$ cat config.mk
export PLATFORM = sky130hd
export DESIGN_NAME = sha256_id_match_buf_flat
export DESIGN_NICKNAME = d
export VERILOG_FILES = /design/src/rtl/sha256_id_match_buf_if.sv /design/src/rtl/sha256_id_match_buf.sv /design/src/flat_wrapper.sv
export SDC_FILE = /design/constraint.sdc
export NUM_CORES = 1
export LEC_CHECK = 0
export BUFFER_PORTS_ARGS = -buffer_cell sky130_fd_sc_hd__buf_4
export CORE_MARGIN = 2
export CORE_UTILIZATION = 61
export DETAILED_ROUTE_END_ITERATION = 16
export PLACE_DENSITY = 0.87
export SYNTH_ARGS = -nofsm -noshare
export SYNTH_HDL_FRONTEND = slang
export SYNTH_SLANG_ARGS = --single-unit
$ cat constraint.sdc
create_clock -name clk -period 7 [get_ports clk]
set_input_delay 0.7 -clock clk [delete_from_list [all_inputs] [get_ports clk]]
set_output_delay 0.7 -clock clk [all_outputs]
set_load 0.02 [all_outputs]
$ cat src/rtl/sha256_id_match_buf_if.sv
`default_nettype none
// ============================================================================
// Module      : sha256_id_match_buf_if
// Description : ID input, reference ID and matched-ID output streams of the
//               SHA-256 ID match buffer.
// Revision    : 1.0 - initial release
// ============================================================================
interface sha256_id_match_buf_if #(
    parameter int ID_W = 6
);
    logic [ID_W-1:0] id_in;
    logic            id_in_last;
    logic            id_in_valid;
    logic            id_in_ready;

    logic [ID_W-1:0] ref_id;
    logic            ref_last;
    logic            ref_valid;
    logic            ref_ready;

    logic [ID_W-1:0] id_out;
    logic            id_out_last;
    logic            id_out_match;
    logic            id_out_valid;
    logic            id_out_ready;

    modport slave (
        input  id_in, id_in_last, id_in_valid,
        output id_in_ready,
        input  ref_id, ref_last, ref_valid,
        output ref_ready,
        output id_out, id_out_last, id_out_match, id_out_valid,
        input  id_out_ready
    );

    modport master (
        output id_in, id_in_last, id_in_valid,
        input  id_in_ready,
        output ref_id, ref_last, ref_valid,
        input  ref_ready,
        input  id_out, id_out_last, id_out_match, id_out_valid,
        output id_out_ready
    );
endinterface
`default_nettype wire

$ cat src/rtl/sha256_id_match_buf.sv
`default_nettype none
// ============================================================================
// Module      : sha256_id_match_buf
// Description : DEPTH-entry ID FIFO whose head is joined with a reference ID
//               stream; emits each ID with a match flag and mismatch status.
// Revision    : 1.0 - initial release
// ============================================================================
module sha256_id_match_buf #(
    parameter int ID_W  = 6,
    parameter int DEPTH = 8,
    parameter int CNT_W = 8
) (
    input  wire logic                   clk,
    input  wire logic                   sync_rst,
    input  wire logic                   en,
    sha256_id_match_buf_if.slave        bus,
    output logic [ID_W-1:0]             status_id,
    output logic [$clog2(DEPTH):0]      status_level,
    output logic [CNT_W-1:0]            status_err_cnt,
    output logic                        status_err
);

    localparam int              c_AW   = $clog2(DEPTH);
    localparam int              c_LW   = c_AW + 1;
    localparam logic [c_LW-1:0] c_FULL = c_LW'(DEPTH);

    logic [ID_W:0]      r_mem [DEPTH];
    logic [c_AW-1:0]    r_wr_ptr;
    logic [c_AW-1:0]    r_rd_ptr;
    logic [c_LW-1:0]    r_level;
    logic [ID_W-1:0]    r_status_id;
    logic [CNT_W-1:0]   r_err_cnt;
    logic               r_err;

    logic               w_full;
    logic               w_empty;
    logic               w_wr;
    logic               w_rd;
    logic [ID_W:0]      w_head;
    logic               w_match;

    assign w_full  = (r_level == c_FULL);
    assign w_empty = (r_level == '0);
    assign w_head  = r_mem[r_rd_ptr];
    assign w_match = (w_head == {bus.ref_last, bus.ref_id});

    // Ready ignores a same-cycle pop: a full FIFO never accepts a write.
    assign bus.id_in_ready  = en & ~w_full & ~sync_rst;
    assign bus.id_out_valid = en & ~w_empty & bus.ref_valid & ~sync_rst;
    assign bus.ref_ready    = en & ~w_empty & bus.id_out_ready & ~sync_rst;

    assign bus.id_out       = w_head[ID_W-1:0];
    assign bus.id_out_last  = w_head[ID_W];
    assign bus.id_out_match = w_match;

    assign w_wr = bus.id_in_valid & bus.id_in_ready;
    assign w_rd = bus.id_out_valid & bus.id_out_ready;

    always_ff @(posedge clk) begin
        if (w_wr) begin
            r_mem[r_wr_ptr] <= {bus.id_in_last, bus.id_in};
        end
    end

    always_ff @(posedge clk) begin
        if (sync_rst) begin
            r_wr_ptr    <= '0;
            r_rd_ptr    <= '0;
            r_level     <= '0;
            r_status_id <= '0;
            r_err_cnt   <= '0;
            r_err       <= 1'b0;
        end else begin
            if (w_wr) begin
                r_wr_ptr <= r_wr_ptr + c_AW'(1);
            end
            if (w_rd) begin
                r_rd_ptr <= r_rd_ptr + c_AW'(1);
            end
            if (w_wr && !w_rd) begin
                r_level <= r_level + c_LW'(1);
            end else if (!w_wr && w_rd) begin
                r_level <= r_level - c_LW'(1);
            end
            if (w_rd) begin
                r_status_id <= w_head[ID_W-1:0];
                if (!w_match) begin
                    r_err <= 1'b1;
                    if (r_err_cnt != {CNT_W{1'b1}}) begin
                        r_err_cnt <= r_err_cnt + CNT_W'(1);
                    end
                end
            end
        end
    end

    assign status_id      = r_status_id;
    assign status_level   = r_level;
    assign status_err_cnt = r_err_cnt;
    assign status_err     = r_err;

endmodule
`default_nettype wire
$ cat src/flat_wrapper.sv
// flat-port wrapper written by rule: the top's interface ports become plain ports
module sha256_id_match_buf_flat 
#(
    parameter int ID_W  = 6,
    parameter int DEPTH = 8,
    parameter int CNT_W = 8
)
  (clk, sync_rst, en, status_id, status_level, status_err_cnt, status_err, bus_id_in, bus_id_in_last, bus_id_in_valid, bus_id_in_ready, bus_ref_id, bus_ref_last, bus_ref_valid, bus_ref_ready, bus_id_out, bus_id_out_last, bus_id_out_match, bus_id_out_valid, bus_id_out_ready);
  sha256_id_match_buf_if #(.ID_W(ID_W)) bus_i ();
  input  wire logic clk;
  input  wire logic sync_rst;
  input  wire logic en;
  output logic [ID_W-1:0] status_id;
  output logic [$clog2(DEPTH):0] status_level;
  output logic [CNT_W-1:0] status_err_cnt;
  output logic status_err;
  input wire logic [$bits(bus_i.id_in)-1:0] bus_id_in;
  input wire logic [$bits(bus_i.id_in_last)-1:0] bus_id_in_last;
  input wire logic [$bits(bus_i.id_in_valid)-1:0] bus_id_in_valid;
  output wire logic [$bits(bus_i.id_in_ready)-1:0] bus_id_in_ready;
  input wire logic [$bits(bus_i.ref_id)-1:0] bus_ref_id;
  input wire logic [$bits(bus_i.ref_last)-1:0] bus_ref_last;
  input wire logic [$bits(bus_i.ref_valid)-1:0] bus_ref_valid;
  output wire logic [$bits(bus_i.ref_ready)-1:0] bus_ref_ready;
  output wire logic [$bits(bus_i.id_out)-1:0] bus_id_out;
  output wire logic [$bits(bus_i.id_out_last)-1:0] bus_id_out_last;
  output wire logic [$bits(bus_i.id_out_match)-1:0] bus_id_out_match;
  output wire logic [$bits(bus_i.id_out_valid)-1:0] bus_id_out_valid;
  input wire logic [$bits(bus_i.id_out_ready)-1:0] bus_id_out_ready;
  assign bus_i.id_in = bus_id_in;
  assign bus_i.id_in_last = bus_id_in_last;
  assign bus_i.id_in_valid = bus_id_in_valid;
  assign bus_id_in_ready = bus_i.id_in_ready;
  assign bus_i.ref_id = bus_ref_id;
  assign bus_i.ref_last = bus_ref_last;
  assign bus_i.ref_valid = bus_ref_valid;
  assign bus_ref_ready = bus_i.ref_ready;
  assign bus_id_out = bus_i.id_out;
  assign bus_id_out_last = bus_i.id_out_last;
  assign bus_id_out_match = bus_i.id_out_match;
  assign bus_id_out_valid = bus_i.id_out_valid;
  assign bus_i.id_out_ready = bus_id_out_ready;
  sha256_id_match_buf #(.ID_W(ID_W), .DEPTH(DEPTH), .CNT_W(CNT_W)) u_core (.clk(clk), .sync_rst(sync_rst), .en(en), .bus(bus_i), .status_id(status_id), .status_level(status_level), .status_err_cnt(status_err_cnt), .status_err(status_err));
endmodule
==> flow_metrics.tcl, run 1 <==
set metrics [dict create \
    hold_viol_final 0 \
    crit_path_max_fanout 18 \
    setup_ws_ns 2.861 \
    crit_slowest_cell "dfxtp_1" \
    ir_worst_vdd_mv 0.1465 \
    clk_pin_slew_ns 0.08 \
    remaining_drc_errors 0 \
    synthTopCellsByArea "edfxtp_1 (48%), dfxtp_1 (16%), mux4_2 (5.1%)" \
    synth-seq-cells 84 \
    hold_path_class "flop to flop" \
    cap_violations 0 \
    area_delta_synth_final_pct 16.51 \
    finalCriticalPeriod_ns 4.139 \
    die_x_um 80.18 \
    cts_buffers 9 \
    die_y_um 80.18 \
    p_leak_nw 1.485 \
    synth_top_area_share_pct 47.51 \
    p_per_area_nw_per_um2 227.2 \
    core_area_um2 5540 \
    final-setup-viol-count 0 \
    start_util_pct 63.89 \
    grt_max_degree 25 \
    cts_hold_buf 0 \
    overflow 0 \
    dp.cells 369 \
    clock_latency_ns 0.34 \
    antenna_found_initial 0 \
    slew_headroom_pct 19.95 \
    cts.sinks 84 \
    worstSetupPathType "flop to output pin" \
    slew_violations 0 \
    critical_path.top_delay_family "flip-flops" \
    arrival_ns 3.44 \
    holdWs_ns 0.5135 \
    cts_setup_buffers 0 \
    wl_met3_um 303 \
    maxUsedRoutingLayer "met4" \
    synth.avg_cell_area_um2 13.72 \
    path_cells "mux4_2 > mux2i_1 > xor2_1 > o2111ai_1 > or4_4 > clkinv_4 > buf_4" \
    h-tree-depth 3 \
    rows 27 \
    syn_area_um2 3540 \
    yosysTopAreaCell "edfxtp_1" \
    cts_buffer_depth 2 \
    wl_met2_um 3529 \
    wl_per_cell_um 18.22 \
    tightest_slew_ns 1.192 \
    post_cts_resized 0 \
    rsz0062_at_grt "false" \
    yosys_warnings 0 \
    final_nets 335 \
    drive_gt1_share_pct 26.20 \
    synthCells 258 \
    status "complete, no violations" \
    critPathBufInv 2 \
    dr.pass1.iters 4 \
    cpPeakStageDelay_ns 1.06 \
    routabilityCongestion 0.7531 \
    die-area_um2 6428 \
    synth_top_flop_cell "edfxtp_1" \
    drtAntennaViolNets 0 \
    synth-edff-count 56 \
    power.total_mw 0.9371 \
    dp_hpwl_um 4889 \
    yosysSeqAreaShare_pct 63.34 \
    via_per_inst 5.823 \
    cts_tree "done" \
    fin_crit_sh_pct 59.12 \
    drt_wl_total_um 7016 \
    diodes 0 \
    wl_met1_um 3103 \
    pre_cts_ws_ns 3.189 \
    fmax_mhz 241.6 \
    num_vias 2242 \
    finalNonFillerCells 385 \
    synthArstFlopShare_pct 0 \
    drt_iter0_drc 193 \
    grt_pass1_vias 2189 \
    portBuffers 49 \
    ios 50 \
    tns_ns 0 \
    grt_use_total_pct 24.06 \
    cp-end-kind "output pin" \
    ys_types 47 \
    grt_pass1_wl_um 11200 \
    worst_clock_skew_ns 0.01304 \
    startpoint_type "flop" \
    worst_ep_required_time_ns 6.30 \
    root_buffer "clkbuf_8" \
    syn-num-nets 285 \
]
## synthesized netlist by cell type, types with 5 or more instances
cell type / instances
a211oi_1: 5
a21oi_1: 14
and2_1: 5
and3_1: 6
clkbuf_1: 5
dfxtp_1: 28
edfxtp_1: 56
ha_1: 6
inv_1: 9
mux2i_1: 13
mux4_2: 8
nand2_1: 12
nand3_1: 5
nor2_1: 24
xnor2_1: 5
xor2_1: 7
## worst register-to-register path, delay by kind of cell, from the launching register on
family | cells | cell delay (ns)
AO/OA/AOI/OAI | 4 | 0.74
adder cells (fa/ha/maj) | 2 | 0.54
XOR/XNOR | 1 | 0.09
AND/OR/NAND/NOR | 3 | 1.12
buffers and inverters | 2 | 0.37
flip-flops | 1 | 0.44
## worst paths after layout
check        cells after the start                     end  slack (ns)              startpoint
max                              7        bus_id_out_match        2.86                    flop
min                              2       u_core.status_err        0.51       u_core.status_err
max reg2reg                     12  u_core.status_level[3]        3.64  u_core.status_level[0]
min reg2reg                      2       u_core.status_err        0.51       u_core.status_err
## power by group
part	leakage (nW)	switching (mW)	internal [mW]
Clock	0.0962	0.166	0.165
Sequential	0.731	0.00613	0.533
Combinational	0.659	0.0365	0.0304
## state kept, by name, summed over array words and instances, names as in the netlist, named ones only
register,count
u_core.status_id,6
u_core.r_wr_ptr,3
u_core.status_err,1
u_core.r_mem,56
u_core.status_err_cnt,8
u_core.status_level,4
u_core.r_rd_ptr,3
## through the flow
stage	instance area, um^2	utilization (%)
6_report	4124	74.44
3_5_place_dp	3931	70.96
3_3_place_gp	3931	70.96
5_1_grt	4124	74.44
4_1_cts	4124	74.44
2_1_floorplan	3540	-
## metal layers
layer / GRT usage, % / vias to the layer above
met1: 31.64 / 1112
met2: 40.08 / 66
met5: 0 / -
li1: - / 1057
met3: 4.270 / 7
met4: 9.153 / 0
## cell usage in the layout (no fill, tap or decap), types with 2 or more instances in the layout
cell,count
mux4_2,8
xor2_1,7
dfxtp_1,28
clkinv_2,3
a22oi_1,3
or3_1,3
clkinv_4,3
nor2_1,24
a211oi_1,5
and3_1,6
mux2i_1,13
ha_1,6
buf_4,49
a21oi_1,14
or4_1,3
xnor2_1,5
and2_1,5
nand3_1,5
nand2b_1,4
nor2b_1,2
nand2_1,12
inv_1,9
o31ai_1,3
o21ai_1,3
clkbuf_8,9
nor3_1,4
edfxtp_1,56
## logic make-up (layout without fill, tap and decap cells)
kind of cell    Yosys count  in the layout  synth area share [%]
xor+xnor                 12             12                 2.969
mux                      25             25                 10.64
fa+ha+maj                 7              7                 2.686
compound gates           37             37                 6.999
flops                    84             84                 63.34
buf+inv                  22             77                 3.322
simple gates             71             71                 10.04
## final cells by class
cell class                      instances  area [um^2]
Clock inverter                          6        65.06
Multi-Input combinational cell        152         1180
Fill cell                             355         1416
Clock buffer                           10        127.6
Sequential cell                        84         2242
Tap cell                               72        90.09
Inverter                               12        51.30
Timing Repair Buffer                   49        367.9
Power figures use the tool's default switching activity.
==> inputs of run 2 (changes only) <==
--- a/config.mk
+++ b/config.mk
@@ -7,9 +7,9 @@
 export LEC_CHECK = 0
 export BUFFER_PORTS_ARGS = -buffer_cell sky130_fd_sc_hd__buf_4
 export CORE_MARGIN = 2
-export CORE_UTILIZATION = 61
+export CORE_UTILIZATION = 51
 export DETAILED_ROUTE_END_ITERATION = 16
-export PLACE_DENSITY = 0.87
+export PLACE_DENSITY = 0.78
 export SYNTH_ARGS = -nofsm -noshare
 export SYNTH_HDL_FRONTEND = slang
 export SYNTH_SLANG_ARGS = --single-unit
==> constraint.sdc (replaced) <==
create_clock -name clk -period 3.7 [get_ports clk]
set_input_delay 0.37 -clock clk [delete_from_list [all_inputs] [get_ports clk]]
set_output_delay 0.37 -clock clk [all_outputs]
set_load 0.02 [all_outputs]
==> flow_metrics.tcl, run 2 (same netlist as run 1, synthesis figures left out) <==
set metrics [dict create \
    status "complete, no violations" \
    wl_met2_um 3483 \
    final_nets 340 \
    die_x_um 87.31 \
    drtAntennaViolNets 0 \
    n_fill_cell 545 \
    startpoint_type "flop" \
    worst_clock_skew_ns 0.01217 \
    cts_tree "done" \
    clkPwrFrac_pct 33.6 \
    grt_pass1_vias 2167 \
    fin_crit_sh_pct 92.90 \
    antenna_found_initial 0 \
    start_util_pct 52.39 \
    p_comb_share_pct 7.4 \
    netSwitchingFraction_pct 23.89 \
    worst_ep_required_time_ns 3.33 \
    dr.pass1.iters 4 \
    ios 50 \
    drt_wl_total_um 6781 \
    crit_path_max_fanout 16 \
    setup_ws_ns 0.2627 \
    final_common_cell "edfxtp_1" \
    reg2regPathDepth 8 \
    wl_met1_um 2902 \
    cts_buffer_depth 2 \
    root_buffer "clkbuf_8" \
    clk_pin_slew_ns 0.09 \
    dp_hpwl_um 4780 \
    drive_gt1_share_pct 27.04 \
    fmax_mhz 290.9 \
    drt_iter0_drc 96 \
    wl_per_cell_um 17.04 \
    cts_hold_buf 0 \
    reg2reg_slack_ns 0.80 \
    overflow 0 \
    diodes 0 \
    pre_cts_ws_ns 0.6128 \
    power.internal_mw 1.314 \
    cts_buffers 9 \
    whs_path_depth 1 \
    core_area_um2 6756 \
    routabilityCongestion 0.8177 \
    via_per_inst 5.497 \
    slew_headroom_pct 47.15 \
    worstSetupPathType "flop to output pin" \
    p_leak_nw 1.502 \
    die_y_um 87.31 \
    power.switching_mw 0.4124 \
    tightest_slew_ns 0.7898 \
    final_cell_mix "edfxtp_1 (56), buf_4 (54), dfxtp_1 (28), nor2_1 (24), a21oi_1 (14)" \
    wl_met3_um 348 \
    cap_violations 0 \
    hp-start "bus_id_in[0]" \
    arrival_ns 3.07 \
    regMostFlops "u_core.r_mem" \
    final-setup-viol-count 0 \
    cp-end-kind "output pin" \
    grt_use_total_pct 19.54 \
    remaining_drc_errors 0 \
    finalCriticalPeriod_ns 3.437 \
    h-tree-depth 3 \
    p_per_area_nw_per_um2 415.7 \
    cts_setup_buffers 0 \
    rows 30 \
    tns_ns 0 \
    area_delta_synth_final_pct 17.32 \
    p_seq_share_pct 59.0 \
    num_vias 2188 \
    grt_max_degree 25 \
    ir_worst_vdd_mv 0.3069 \
    clock_latency_ns 0.36 \
    post_cts_resized 0 \
    slew_violations 0 \
    hold_path_class "primary input to flop" \
    r2r_end "u_core.status_err_cnt[6]" \
    rsz0062_at_grt "false" \
    largest_reg_flops 56 \
    die-area_um2 7623 \
    hold_viol_final 0 \
    portBuffers 49 \
    cts.sinks 84 \
    grt_pass1_wl_um 10850 \
    min_to "u_core.r_mem[0][0]" \
    maxUsedRoutingLayer "met4" \
]
[run 2: metrics by stage]
| stage | utilization [%] | hold WS [ns] | instances | power [mW] | cell area, um^2 |
|---|---|---|---|---|---|
| global placement | 58.89 | 0.4678 | 382 | 1.165 | 3979 |
| floorplan | - | 0.4428 | 258 | 1.113 | 3540 |
| CTS | 61.46 | 0.2120 | 398 | 1.747 | 4153 |
| finish | 61.46 | 0.2320 | 398 | 1.726 | 4153 |
| detailed placement | 58.89 | 0.4769 | 382 | 1.169 | 3979 |
| global route | 61.46 | 0.2263 | 398 | 1.798 | 4153 |
[run 2: power groups by stage]
stage | clock network, mW | logic [mW] | registers, mW
2_1_floorplan | 0 | 0.0672 | 1.05
3_3_place_gp | 0 | 0.124 | 1.04
3_5_place_dp | 0 | 0.128 | 1.04
4_1_cts | 0.598 | 0.129 | 1.02
5_1_grt | 0.635 | 0.141 | 1.02
6_report | 0.580 | 0.127 | 1.02
[run 2: critical path, cell delays in order (launching register included)]
cell and delay [ns]:
dfxtp_1 0.73, mux4_2 0.59, mux2i_1 0.30, xor2_1 0.19, o2111ai_1 0.14, or4_4 0.47
clkinv_4 0.13, buf_4 0.15
[run 2: layout make-up]
cell class | instances | area [um^2] | area share, %
clock buffer | 9 | 123.9 | 2.983
clock inverter | 7 | 50.05 | 1.205
inverter | 12 | 51.30 | 1.235
multi-input combinational | 152 | 1180 | 28.41
sequential | 84 | 2242 | 53.99
tap | 80 | 100.1 | 2.410
timing repair buffer | 54 | 405.4 | 9.762
[run 2: how the worst max path moves through the flow]
stage,startpoint,slack [ns],to
2_1_floorplan,u_core.status_level[0],0.84,u_core.status_level[3]
3_3_place_gp,flop,0.71,bus_id_out_match
3_5_place_dp,flop,0.61,bus_id_out_match
4_1_cts,flop,0.22,bus_id_out_match
5_1_grt,flop,0.06,bus_id_out_match
6_report,flop,0.26,bus_id_out_match
[run 2: metal layers]
layer	GRT usage, %	vias up
met5	0	-
met4	7.972	0
met3	4.929	5
met2	32.02	63
met1	24.79	1051
li1	-	1069
==> inputs of run 3 (changes only) <==
--- a/config.mk
+++ b/config.mk
@@ -6,10 +6,12 @@
 export NUM_CORES = 1
 export LEC_CHECK = 0
 export BUFFER_PORTS_ARGS = -buffer_cell sky130_fd_sc_hd__buf_4
+export CELL_PAD_IN_SITES_DETAIL_PLACEMENT = 1
+export CELL_PAD_IN_SITES_GLOBAL_PLACEMENT = 2
 export CORE_MARGIN = 2
-export CORE_UTILIZATION = 51
+export CORE_UTILIZATION = 35
 export DETAILED_ROUTE_END_ITERATION = 16
-export PLACE_DENSITY = 0.78
+export PLACE_DENSITY = 0.77
 export SYNTH_ARGS = -nofsm -noshare
 export SYNTH_HDL_FRONTEND = slang
 export SYNTH_SLANG_ARGS = --single-unit
==> flow_metrics.tcl, run 3 (same netlist as run 1, synthesis figures left out) <==
set metrics [dict create \
    status "complete, no violations" \
    grt_pass1_vias 2350 \
    portBuffers 49 \
    start_util_pct 36.21 \
    drtAntennaViolNets 0 \
    cts_buffer_depth 2 \
    finalCriticalPeriod_ns 3.448 \
    reg2reg_slack_ns 0.75 \
    num_vias 2244 \
    maxUsedRoutingLayer "met4" \
    drt_wl_total_um 8125 \
    routabilityCongestion 0.7215 \
    holdWs_ns 0.2400 \
    wl_met1_um 3583 \
    arrival_ns 3.08 \
    grt_use_total_pct 15.99 \
    worst_clock_skew_ns 0.01014 \
    grt_pass1_wl_um 13150 \
    dr.pass1.iters 4 \
    final_area_um2 4259 \
    crit_path_max_fanout 16 \
    die_x_um 104.6 \
    diodes 0 \
    worst_ep_required_time_ns 3.33 \
    path_cells "mux4_2 > mux2i_1 > xor2_1 > o2111ai_1 > or4_4 > clkinv_4 > buf_4" \
    antenna_found_initial 0 \
    cts.sinks 84 \
    clock_latency_ns 0.36 \
    tns_ns 0 \
    final_cell_mix "buf_4 (56), edfxtp_1 (56), dfxtp_1 (28), nor2_1 (24), a21oi_1 (14)" \
    dp_hpwl_um 5608 \
    power.switching_mw 0.4261 \
    rsz0062_at_grt "false" \
    netSwitchingFraction_pct 23.54 \
    cts_buffers 9 \
    final-setup-viol-count 0 \
    drive_gt1_share_pct 28.13 \
    final_nets 342 \
    die_y_um 104.6 \
    wl_met2_um 4173 \
    reg2regPathDepth 9 \
    wl_per_cell_um 17.94 \
    via_per_inst 4.954 \
    h-tree-depth 3 \
    rows 36 \
    hp-start "bus_id_in_last" \
    overflow 0 \
    min_to "u_core.r_mem[5][6]" \
    hold_path_class "primary input to flop" \
    drt_iter0_drc 57 \
    cp-end-kind "output pin" \
    place_area_um2 4060 \
    root_buffer "clkbuf_8" \
    ir_worst_vdd_mv 0.1574 \
    cts_hold_buf 0 \
    tightest_slew_ns 0.9143 \
    largest_reg_flops 56 \
    grt_max_degree 25 \
    slew_headroom_pct 38.82 \
    r2r_end "u_core.status_err_cnt[6]" \
    worstSetupPathType "flop to output pin" \
    p_seq_share_pct 56.3 \
    slew_violations 0 \
    power.internal_mw 1.384 \
    core_area_um2 9774 \
    hold_viol_final 0 \
    area_delta_synth_final_pct 20.33 \
    whs_path_depth 1 \
    cap_violations 0 \
    cts_tree "done" \
    fin_crit_sh_pct 93.19 \
    pre_cts_ws_ns 0.6226 \
    wl_met3_um 221 \
    p_comb_share_pct 7.2 \
    p_leak_nw 1.526 \
    die-area_um2 10930 \
    ios 50 \
    setup_ws_ns 0.2522 \
    clk_pin_slew_ns 0.09 \
    clkPwrFrac_pct 36.4 \
    startpoint_type "flop" \
    cpPeakStageDelay_ns 0.74 \
    p_per_area_nw_per_um2 424.9 \
    cts_setup_buffers 0 \
    crit_slowest_cell "dfxtp_1" \
    post_cts_resized 0 \
    fmax_mhz 290.0 \
    remaining_drc_errors 0 \
    regMostFlops "u_core.r_mem" \
]
-- run 3: cell count changes in the layout (fill, tap and decap cells not counted) --
cell and delta:
bufinv_16 +1, inv_6 -1, clkinvlp_4 -1, clkinvlp_2 +1, clkinv_2 +1, buf_4 +2, clkinv_1 -2, clkinv_4 +1
-- run 3: critical path: cells and delay by family (launching register included) --
kind	cells	cell delay, ns
muxes	2	0.88
DFF	1	0.74
and+or+nand+nor	1	0.48
buffers and inverters	2	0.28
xor gates and xnor gates	1	0.18
AOI/OAI and AO/OA	1	0.15
-- run 3: worst max path at each step --
stage	endpoint	slack (ns)	start	depth (start not counted)
floorplan	u_core.status_level[3]	0.84	u_core.status_level[0]	12
global placement	bus_id_out_match	0.68	flop	7
detailed placement	bus_id_out_match	0.62	flop	7
CTS	bus_id_out_match	0.19	flop	7
global route	bus_id_out_match	0.04	flop	7
finish	bus_id_out_match	0.25	flop	7
-- run 3: metal layers --
metal	vias to the layer above	track usage [%]
li1	1071	-
met1	1127	20.59
met2	33	26.52
met3	13	3.119
met4	0	6.371
met5	-	0
-- run 3: cell type report --
type,count,area (um^2)
Inverter,12,51.30
Multi-Input combinational cell,152,1180
Sequential cell,84,2242
Clock buffer,9,123.9
Fill cell,1054,5515
Timing Repair Buffer,56,420.4
Clock inverter,7,75.07
Tap cell,133,166.4
-- run 3: per-stage QoR --
stage | cells | power [mW] | util [%]
after floorplan | 258 | 1.113 | -
after global placement | 437 | 1.170 | 41.54
after detailed placement | 437 | 1.173 | 41.54
after CTS | 453 | 1.832 | 43.57
after global routing | 453 | 1.885 | 43.57
final | 453 | 1.810 | 43.57
-- run 3: power by group through the flow --
| stage | logic, mW | clock network (mW) | registers, mW |
|---|---|---|---|
| floorplan | 0.0672 | 0 | 1.05 |
| global placement | 0.129 | 0 | 1.04 |
| detailed placement | 0.132 | 0 | 1.04 |
| CTS | 0.133 | 0.680 | 1.02 |
| global route | 0.144 | 0.718 | 1.02 |
| finish | 0.131 | 0.660 | 1.02 |
